### src/rtl/axi_multi_port_bridge.sv
`default_nettype none
// ============================================================================
// Module      : axi_multi_port_bridge
// Description : Bridges NRD L1 read requesters and one dcache write port onto
//               a single AXI3 master interface.
//               Read side : round-robin AR arbitration, one address in flight,
//                           R beats routed back to the requester named by rid.
//               Write side: single outstanding burst, AW and W issued
//                           concurrently, retired on the B handshake.
//               Optional  : define BRIDGE_RAW_CHECK_EN to block reads that hit
//                           the line of the pending (or just-accepted) write.
// Revision    : 1.0 - initial release
// ----------------------------------------------------------------------------
// Ports
//   clk, resetn                     clock, synchronous active-low reset
//   rd_req/rd_addr/rd_type          per-requester read request (32b addr, 3b type)
//   rd_addr_ok/rd_data_ok/rd_last   per-requester accept / data / last strobes
//   rd_rdata                        returned read word, shared by all requesters
//   wr_req/wr_addr/wr_type          write request, address, type
//   wr_data/wr_wstrb                full line data (beat k = [32k +: 32]), strobe
//   wr_addr_ok/wr_done              write accept, 1-cycle completion pulse
//   ar*/r*/aw*/w*/b*                AXI3 master channels (5-bit ids so that the
//                                   write id NRD still fits when NRD = 16)
// ============================================================================
module axi_multi_port_bridge #(
  parameter int NRD        = 2,
  parameter int LINE_WORDS = 4
) (
  input  logic                    clk,
  input  logic                    resetn,
  // read requesters
  input  logic [NRD-1:0]          rd_req,
  input  logic [32*NRD-1:0]       rd_addr,
  input  logic [3*NRD-1:0]        rd_type,
  output logic [NRD-1:0]          rd_addr_ok,
  output logic [NRD-1:0]          rd_data_ok,
  output logic [31:0]             rd_rdata,
  output logic [NRD-1:0]          rd_last,
  // write port
  input  logic                    wr_req,
  input  logic [31:0]             wr_addr,
  input  logic [2:0]              wr_type,
  input  logic [32*LINE_WORDS-1:0] wr_data,
  input  logic [3:0]              wr_wstrb,
  output logic                    wr_addr_ok,
  output logic                    wr_done,
  // AXI3 AR
  output logic [4:0]              arid,
  output logic [31:0]             araddr,
  output logic [3:0]              arlen,
  output logic [2:0]              arsize,
  output logic [1:0]              arburst,
  output logic [1:0]              arlock,
  output logic [3:0]              arcache,
  output logic [2:0]              arprot,
  output logic                    arvalid,
  input  logic                    arready,
  // AXI3 R
  input  logic [4:0]              rid,
  input  logic [31:0]             rdata,
  input  logic [1:0]              rresp,
  input  logic                    rlast,
  input  logic                    rvalid,
  output logic                    rready,
  // AXI3 AW
  output logic [4:0]              awid,
  output logic [31:0]             awaddr,
  output logic [3:0]              awlen,
  output logic [2:0]              awsize,
  output logic [1:0]              awburst,
  output logic [1:0]              awlock,
  output logic [3:0]              awcache,
  output logic [2:0]              awprot,
  output logic                    awvalid,
  input  logic                    awready,
  // AXI3 W
  output logic [4:0]              wid,
  output logic [31:0]             wdata,
  output logic [3:0]              wstrb,
  output logic                    wlast,
  output logic                    wvalid,
  input  logic                    wready,
  // AXI3 B
  input  logic [4:0]              bid,
  input  logic [1:0]              bresp,
  input  logic                    bvalid,
  output logic                    bready
);

  localparam int         PTR_W     = (NRD > 1) ? $clog2(NRD) : 1;
  localparam int         CNT_W     = $clog2(LINE_WORDS);
  localparam int         LOFF      = $clog2(LINE_WORDS * 4);
  localparam logic [3:0] LEN_LINE  = 4'(LINE_WORDS - 1);
  localparam logic [4:0] WR_ID     = 5'(NRD);
  localparam logic [2:0] TYPE_LINE = 3'b100;

  localparam logic [0:0] AR_IDLE = 1'b0;
  localparam logic [0:0] AR_SEND = 1'b1;

  localparam logic [1:0] W_IDLE  = 2'd0;
  localparam logic [1:0] W_BUSY  = 2'd1;
  localparam logic [1:0] W_RESP  = 2'd2;

  // (base + k) mod NRD without a divider; k is always < NRD
  function automatic logic [PTR_W-1:0] wrap_idx(input logic [PTR_W-1:0] base, input int k);
    int s;
    s = int'(base) + k;
    if (s >= NRD) s = s - NRD;
    return PTR_W'(s);
  endfunction

  // ---------------------------------------------------------------------------
  // Read address channel
  // ---------------------------------------------------------------------------
  logic [0:0]       ar_state;
  logic [0:0]       ar_next;
  logic [PTR_W-1:0] rr_ptr;
  logic [PTR_W-1:0] grant;
  logic             grant_vld;
  logic             hazard;
  logic             rd_accept;
  logic [31:0]      ar_addr_q;
  logic             ar_line_q;
  logic [PTR_W-1:0] ar_id_q;

  // Scan from the highest offset down so the lowest offset from rr_ptr wins.
  always_comb begin
    grant     = rr_ptr;
    grant_vld = 1'b0;
    for (int k = NRD - 1; k >= 0; k--) begin
      if (rd_req[wrap_idx(rr_ptr, k)]) begin
        grant     = wrap_idx(rr_ptr, k);
        grant_vld = 1'b1;
      end
    end
  end

  // Write-side registers, referenced by the hazard compare
  logic [1:0]              w_state;
  logic [1:0]              w_next;
  logic [31:0]             wr_addr_q;
  logic                    wr_line_q;
  logic [32*LINE_WORDS-1:0] wr_data_q;
  logic [3:0]              wr_strb_q;
  logic [CNT_W-1:0]        cnt;
  logic                    aw_done;
  logic                    w_done;
  logic                    pending_wr;

`ifdef BRIDGE_RAW_CHECK_EN
  logic [31:0]      gnt_addr;
  logic [31-LOFF:0] gnt_line;
  assign gnt_addr = rd_addr[32*grant +: 32];
  assign gnt_line = gnt_addr[31:LOFF];
  // A hazardous grant is simply not accepted; rr_ptr only moves on arready,
  // so the same requester stays granted until the write retires.
  assign hazard = (pending_wr && (gnt_line == wr_addr_q[31:LOFF])) ||
                  (wr_req && wr_addr_ok && (gnt_line == wr_addr[31:LOFF]));
`else
  assign hazard = 1'b0;
`endif

  assign rd_accept  = resetn && (ar_state == AR_IDLE) && grant_vld && !hazard;
  assign rd_addr_ok = rd_accept ? (NRD'(1) << grant) : '0;

  // state register
  always_ff @(posedge clk) begin
    if (!resetn) begin
      ar_state <= AR_IDLE;
      rr_ptr   <= '0;
    end else begin
      ar_state <= ar_next;
      if (arvalid && arready) rr_ptr <= wrap_idx(ar_id_q, 1);
    end
  end

  // next-state logic
  always_comb begin
    ar_next = ar_state;
    case (ar_state)
      AR_IDLE: if (rd_accept) ar_next = AR_SEND;
      AR_SEND: if (arready)   ar_next = AR_IDLE;
      default:                ar_next = AR_IDLE;
    endcase
  end

  // output logic
  always_comb begin
    arvalid = resetn && (ar_state == AR_SEND);
    araddr  = ar_addr_q;
    arlen   = ar_line_q ? LEN_LINE : 4'd0;
    arid    = 5'(ar_id_q);
  end

  // payload latch; held stable through AR_SEND because accepts only happen in AR_IDLE
  always_ff @(posedge clk) begin
    if (rd_accept) begin
      ar_addr_q <= rd_addr[32*grant +: 32];
      ar_line_q <= (rd_type[3*grant +: 3] == TYPE_LINE);
      ar_id_q   <= grant;
    end
  end

  assign arsize  = 3'b010;
  assign arburst = 2'b01;
  assign arlock  = 2'b00;
  assign arcache = 4'b0000;
  assign arprot  = 3'b000;

  // ---------------------------------------------------------------------------
  // Read data channel: always ready; ids outside 0..NRD-1 are sunk silently
  // ---------------------------------------------------------------------------
  assign rready   = 1'b1;
  assign rd_rdata = rdata;

  for (genvar i = 0; i < NRD; i++) begin : g_rd_route
    assign rd_data_ok[i] = rvalid && (rid == 5'(i));
    assign rd_last[i]    = rvalid && rlast && (rid == 5'(i));
  end

  // ---------------------------------------------------------------------------
  // Write channels
  // ---------------------------------------------------------------------------
  logic wr_accept;
  logic aw_hs;
  logic w_hs;

  assign wr_accept = resetn && (w_state == W_IDLE) && wr_req;
  assign aw_hs     = awvalid && awready;
  assign w_hs      = wvalid && wready;

  // state register and per-burst bookkeeping
  always_ff @(posedge clk) begin
    if (!resetn) begin
      w_state    <= W_IDLE;
      cnt        <= '0;
      aw_done    <= 1'b0;
      w_done     <= 1'b0;
      pending_wr <= 1'b0;
      wr_done    <= 1'b0;
    end else begin
      w_state <= w_next;
      wr_done <= 1'b0;
      if (wr_accept) begin
        cnt        <= '0;
        aw_done    <= 1'b0;
        w_done     <= 1'b0;
        pending_wr <= 1'b1;
      end
      if (aw_hs) aw_done <= 1'b1;
      if (w_hs) begin
        cnt <= cnt + 1'b1;
        if (wlast) w_done <= 1'b1;
      end
      if ((w_state == W_RESP) && bvalid) begin
        wr_done    <= 1'b1;
        pending_wr <= 1'b0;
      end
    end
  end

  // next-state logic: AW and the last W beat may complete in either order
  always_comb begin
    w_next = w_state;
    case (w_state)
      W_IDLE: if (wr_accept) w_next = W_BUSY;
      W_BUSY: if ((aw_done || aw_hs) && (w_done || (w_hs && wlast))) w_next = W_RESP;
      W_RESP: if (bvalid) w_next = W_IDLE;
      default: w_next = W_IDLE;
    endcase
  end

  // output logic
  always_comb begin
    wr_addr_ok = resetn && (w_state == W_IDLE);
    awvalid    = resetn && (w_state == W_BUSY) && !aw_done;
    wvalid     = resetn && (w_state == W_BUSY) && !w_done;
    bready     = resetn && (w_state == W_RESP);
    awaddr     = wr_addr_q;
    awlen      = wr_line_q ? LEN_LINE : 4'd0;
    wdata      = wr_data_q[32*cnt +: 32];
    wlast      = !wr_line_q || (cnt == CNT_W'(LINE_WORDS - 1));
    wstrb      = wr_strb_q;
  end

  always_ff @(posedge clk) begin
    if (wr_accept) begin
      wr_addr_q <= wr_addr;
      wr_line_q <= (wr_type == TYPE_LINE);
      wr_data_q <= wr_data;
      wr_strb_q <= wr_wstrb;
    end
  end

  assign awid    = WR_ID;
  assign wid     = WR_ID;
  assign awsize  = 3'b010;
  assign awburst = 2'b01;
  assign awlock  = 2'b00;
  assign awcache = 4'b0000;
  assign awprot  = 3'b000;

  // Response codes and ids are not acted upon by this bridge.
  logic unused_resp;
  assign unused_resp = ^{bid, bresp, rresp};

endmodule
`default_nettype wire

### config.mk
export PLATFORM = sky130hd
export DESIGN_NAME = axi_multi_port_bridge
export DESIGN_NICKNAME = d
export VERILOG_FILES = /design/src/rtl/axi_multi_port_bridge.sv
export SDC_FILE = /design/constraint.sdc
export NUM_CORES = 1
export LEC_CHECK = 0
export CAP_MARGIN = 25
export CORE_AREA = 2 2 192 194
export DETAILED_ROUTE_END_ITERATION = 8
export DIE_AREA = 0 0 194 196
export GPL_ROUTABILITY_DRIVEN = 0
export SYNTH_ARGS = -nofsm -noshare
export SYNTH_HDL_FRONTEND = slang
export SYNTH_SLANG_ARGS = --single-unit
### constraint.sdc
create_clock -name clk -period 6.5 [get_ports clk]
set_input_delay 0.65 -clock clk [delete_from_list [all_inputs] [get_ports clk]]
set_output_delay 0.65 -clock clk [all_outputs]
set_load 0.05 [all_outputs]
==> metrics.cfg <==
[power]
share_of_power_burned_in_registers_pct=43.0
power_per_cell_area_nw_per_um2=286
power_report.internal_total_w=0.00275
vdd_ir_drop_max_mv=0.235
switching_share_pct=26.5
p_clk_share_pct=37.5
total_switching_power_w=0.000990
comb_power_share_pct=19.4
static-leakage-power_nw=4.54

[global_route]
first_global_vias=5120
track_usage_pct=10.6
grt_start_max_net_pins=89
grt_antenna_before_repair=1
grt_overflow=0
grt_first_pass_wirelength_um=30600

[clocking]
ctsResizeCount=0
cts.reportedPaths.clkPinSlew_ns=0.06
worstSkewPairLatency_ns=0.52
clock_tree.root_cell=clkbuf_16
cts_tree=yes
postCtsHoldBufs=0
cts_setup_buffers=0
numClockSinks=208
cts-buffers-inserted=26
clk_path_buf_depth=3
ctsHtreeMaxLevel=1

[synthesis]
postSynthRegisterBits=208
syn-instance-count=424
synthFlopType=edfxtp_1
synth.top_cells.by_area=edfxtp_1 (71%), mux4_2 (8.5%), buf_4 (7.7%)
synth.distinct_cells=39
syn_avg_cell_area_um2=19.9
synth_compound_area_share_pct=1.23
async_reset_ff_share_pct=0
synth_top_family_by_area=multiplexers
synth_simple_gate_area_share_pct=1.96
most_area_hungry_cell_type_in_the_yosys_netlist=edfxtp_1
ys.warnings.count=0
seq_area_frac_synth_pct=73.0
post_synth_edffs=199
synth_xor_area_share_pct=0
synth_top_cell_area_share_pct=70.9
synth.cell_area_um2=8430
yosys-mux-area-fraction_pct=14.3
synth-adder-area-share_pct=0.312

[critical_path]
timing.critical_path.buf_inv=2
endpoint_of_the_lowest_slack_register_to_register_path=wr_data_q[3]
critical_path_required_ns=5.85
cp_cell_sequence=buf_4 -> mux4_2 -> clkdlybuf4s50_1
cp-start-kind=flip-flop
startpoint_to_endpoint_class_of_the_critical_path=flip-flop to output port
crit_arrival_ns=3.11
max_incr_delay_on_cp_ns=0.76
critPathTopFamily=buffers and inverters
cp_max_fo=20
library_cell_contributing_the_largest_single_delay_on_the_critical_path=clkdlybuf4s50_1
setup.worst_path.end_class=output port
critical_path.reg2reg.startpoint=w_state[1]
count_of_cells_along_the_worst_register_to_register_path=3
reg2reg_slack_ns=4.24

[timing]
setup-violations-final=0
final_total_negative_setup_slack_ns=0
finClkSkew_ns=0.0114
max_clock_freq_ghz=0.266
timing.final.max_slew_violations=0
tightestPinTransition_ns=0.774
unrepaired_setup_endpoints_after_global_routing=no
timing.final.crit_period_ns=3.76
hold_viol_final=0
hold_slack_ns=0.471
relative_max_transition_margin_pct=48.4
fin_crit_sh_pct=57.9

[cells_and_area]
post_route_cells_drive_above_1_share_pct=14.2
area.growth.synth_to_final_pct=54.9
final_util_pct=36.2
antenna_cells_inserted=0
final_nets=1070
fin_area_um2=13100

[job]
maxCapViolCount=0

[floorplan]
top_level_ports=491
initial_utilization_pct=23.4
dieHeight_um=196
floorplan_die_width_um=194
core.rowCount=70
core-area_um2=36100
die_outline_area_um2=38000

[hold_path]
worstHoldStart=ar_id_q
timing.hold.worst_endpoint=rr_ptr
hold_class=flip-flop to flip-flop
worst_hold_path.num_cells=1

[drt]
post-route-drc-count=0
route.detailed.vias_per_inst=3.87
avgRoutedWirePerCell_um=16.9
number_of_antenna_violating_nets_in_the_routed_design=0
finalWirelength_um=21300
drt_pass1_iterations=4
dr_total_vias=4882
drt_first_iter_violations=178

[place]
io_buffer_count=370
post_dp_cell_area_um2=12200
dp_hpwl_um=15900

[run_status]
run_status=finished clean

## area by class of cell
cell class	instances	area, um^2
fillers	3456	23000
flip-flops and latches	208	6160
repair buffers	374	3760
multi-input cells	158	1680
clock buffers	34	722
well taps	468	586
clock inverters	13	123
inverters	7	31.3
## layer usage
layer,track usage [%],share of wire (%),vias up
met1,12.5,39,2342
li1,-,-,2225
met3,4.44,11,31
met2,17.6,48,282
met4,3.06,2.0,2
met5,0,0.061,-
## state kept, by name, indices dropped and copies added (netlist names)
| name | cells |
|---|---|
| ar_line_q | 1 |
| rr_ptr | 1 |
| w_done | 1 |
| wr_line_q | 1 |
| ar_id_q | 1 |
| ar_state | 1 |
| aw_done | 1 |
| wr_data_q | 128 |
| wr_done | 1 |
| w_state | 2 |
| cnt | 2 |
| wstrb | 4 |
| araddr | 32 |
| awaddr | 32 |
## Yosys cell counts (3+ instances only)
library cell / number
buf_4: 86
mux2_2: 4
mux2_4: 28
dfxtp_1: 9
edfxtp_1: 199
inv_1: 6
buf_12: 3
nor2_1: 4
a21oi_1: 3
and2_1: 3
o21ai_0: 4
mux4_2: 32
buf_2: 5
nand2_1: 5
## layout by cell type (no fill, tap or decap), types with 2 or more instances in the layout
| cell | n |
|---|---|
| buf_12 | 2 |
| inv_1 | 5 |
| and3_1 | 2 |
| inv_6 | 2 |
| nand2_1 | 5 |
| nor2b_1 | 2 |
| clkbuf_16 | 27 |
| nor3b_1 | 2 |
| o21ai_0 | 4 |
| clkbuf_1 | 5 |
| nand3_1 | 2 |
| dfxtp_2 | 2 |
| mux4_2 | 32 |
| buf_4 | 2 |
| clkdlybuf4s50_1 | 370 |
| conb_1 | 47 |
| mux2_2 | 4 |
| mux2_4 | 28 |
| edfxtp_1 | 199 |
| dfxtp_1 | 7 |
| bufinv_16 | 2 |
| a21oi_1 | 3 |
| clkinv_2 | 6 |
| nor2_1 | 4 |
| clkbuf_8 | 2 |
| and2_1 | 3 |
| clkinv_1 | 2 |
| nor3_1 | 2 |
| mux2i_1 | 2 |
## power groups by stage
stage | clock [W] | sequential (W) | combinational [W]
2_1_floorplan | 0 | 0.00173 | 0.000424
3_3_place_gp | 0 | 0.00164 | 0.000728
3_5_place_dp | 0 | 0.00164 | 0.000735
4_1_cts | 0.00146 | 0.00161 | 0.000737
5_1_grt | 0.00151 | 0.00162 | 0.000760
6_report | 0.00140 | 0.00161 | 0.000727
## cell families (layout without fill, tap and decap cells)
family / count (synthesis) / after routing
compound gates: 15 / 15
fa+ha+maj: 2 / 2
buf+inv: 103 / 428
flops: 208 / 208
mux: 66 / 66
other cells: 2 / 47
simple gates: 28 / 28
## how the worst max path moves through the flow
stage | from | end | slack [ns] | depth (start not counted)
global route | cnt[0] | wdata[6] | 2.45 | 3
floorplan | resetn | awaddr[0] | 1.78 | 3
finish | cnt[0] | wdata[31] | 2.74 | 3
CTS | cnt[0] | wdata[6] | 2.58 | 3
global placement | resetn | bready | 3.04 | 4
detailed placement | resetn | bready | 3.03 | 4
## worst register-to-register path: stages (launching register included)
cell	delay, ns
dfxtp_1	0.36
nand4bb_1	0.38
inv_6	0.60
buf_12	0.43
## stage by stage
stage / total power [W] / setup WS (ns) / std cells
after floorplan: 0.00215 / 1.78 / 469
after global placement: 0.00237 / 3.04 / 1214
after detailed placement: 0.00237 / 3.03 / 1215
after CTS: 0.00381 / 2.58 / 1262
after global routing: 0.00389 / 2.45 / 1262
final: 0.00374 / 2.74 / 1262
Power figures use the tool's default switching activity.
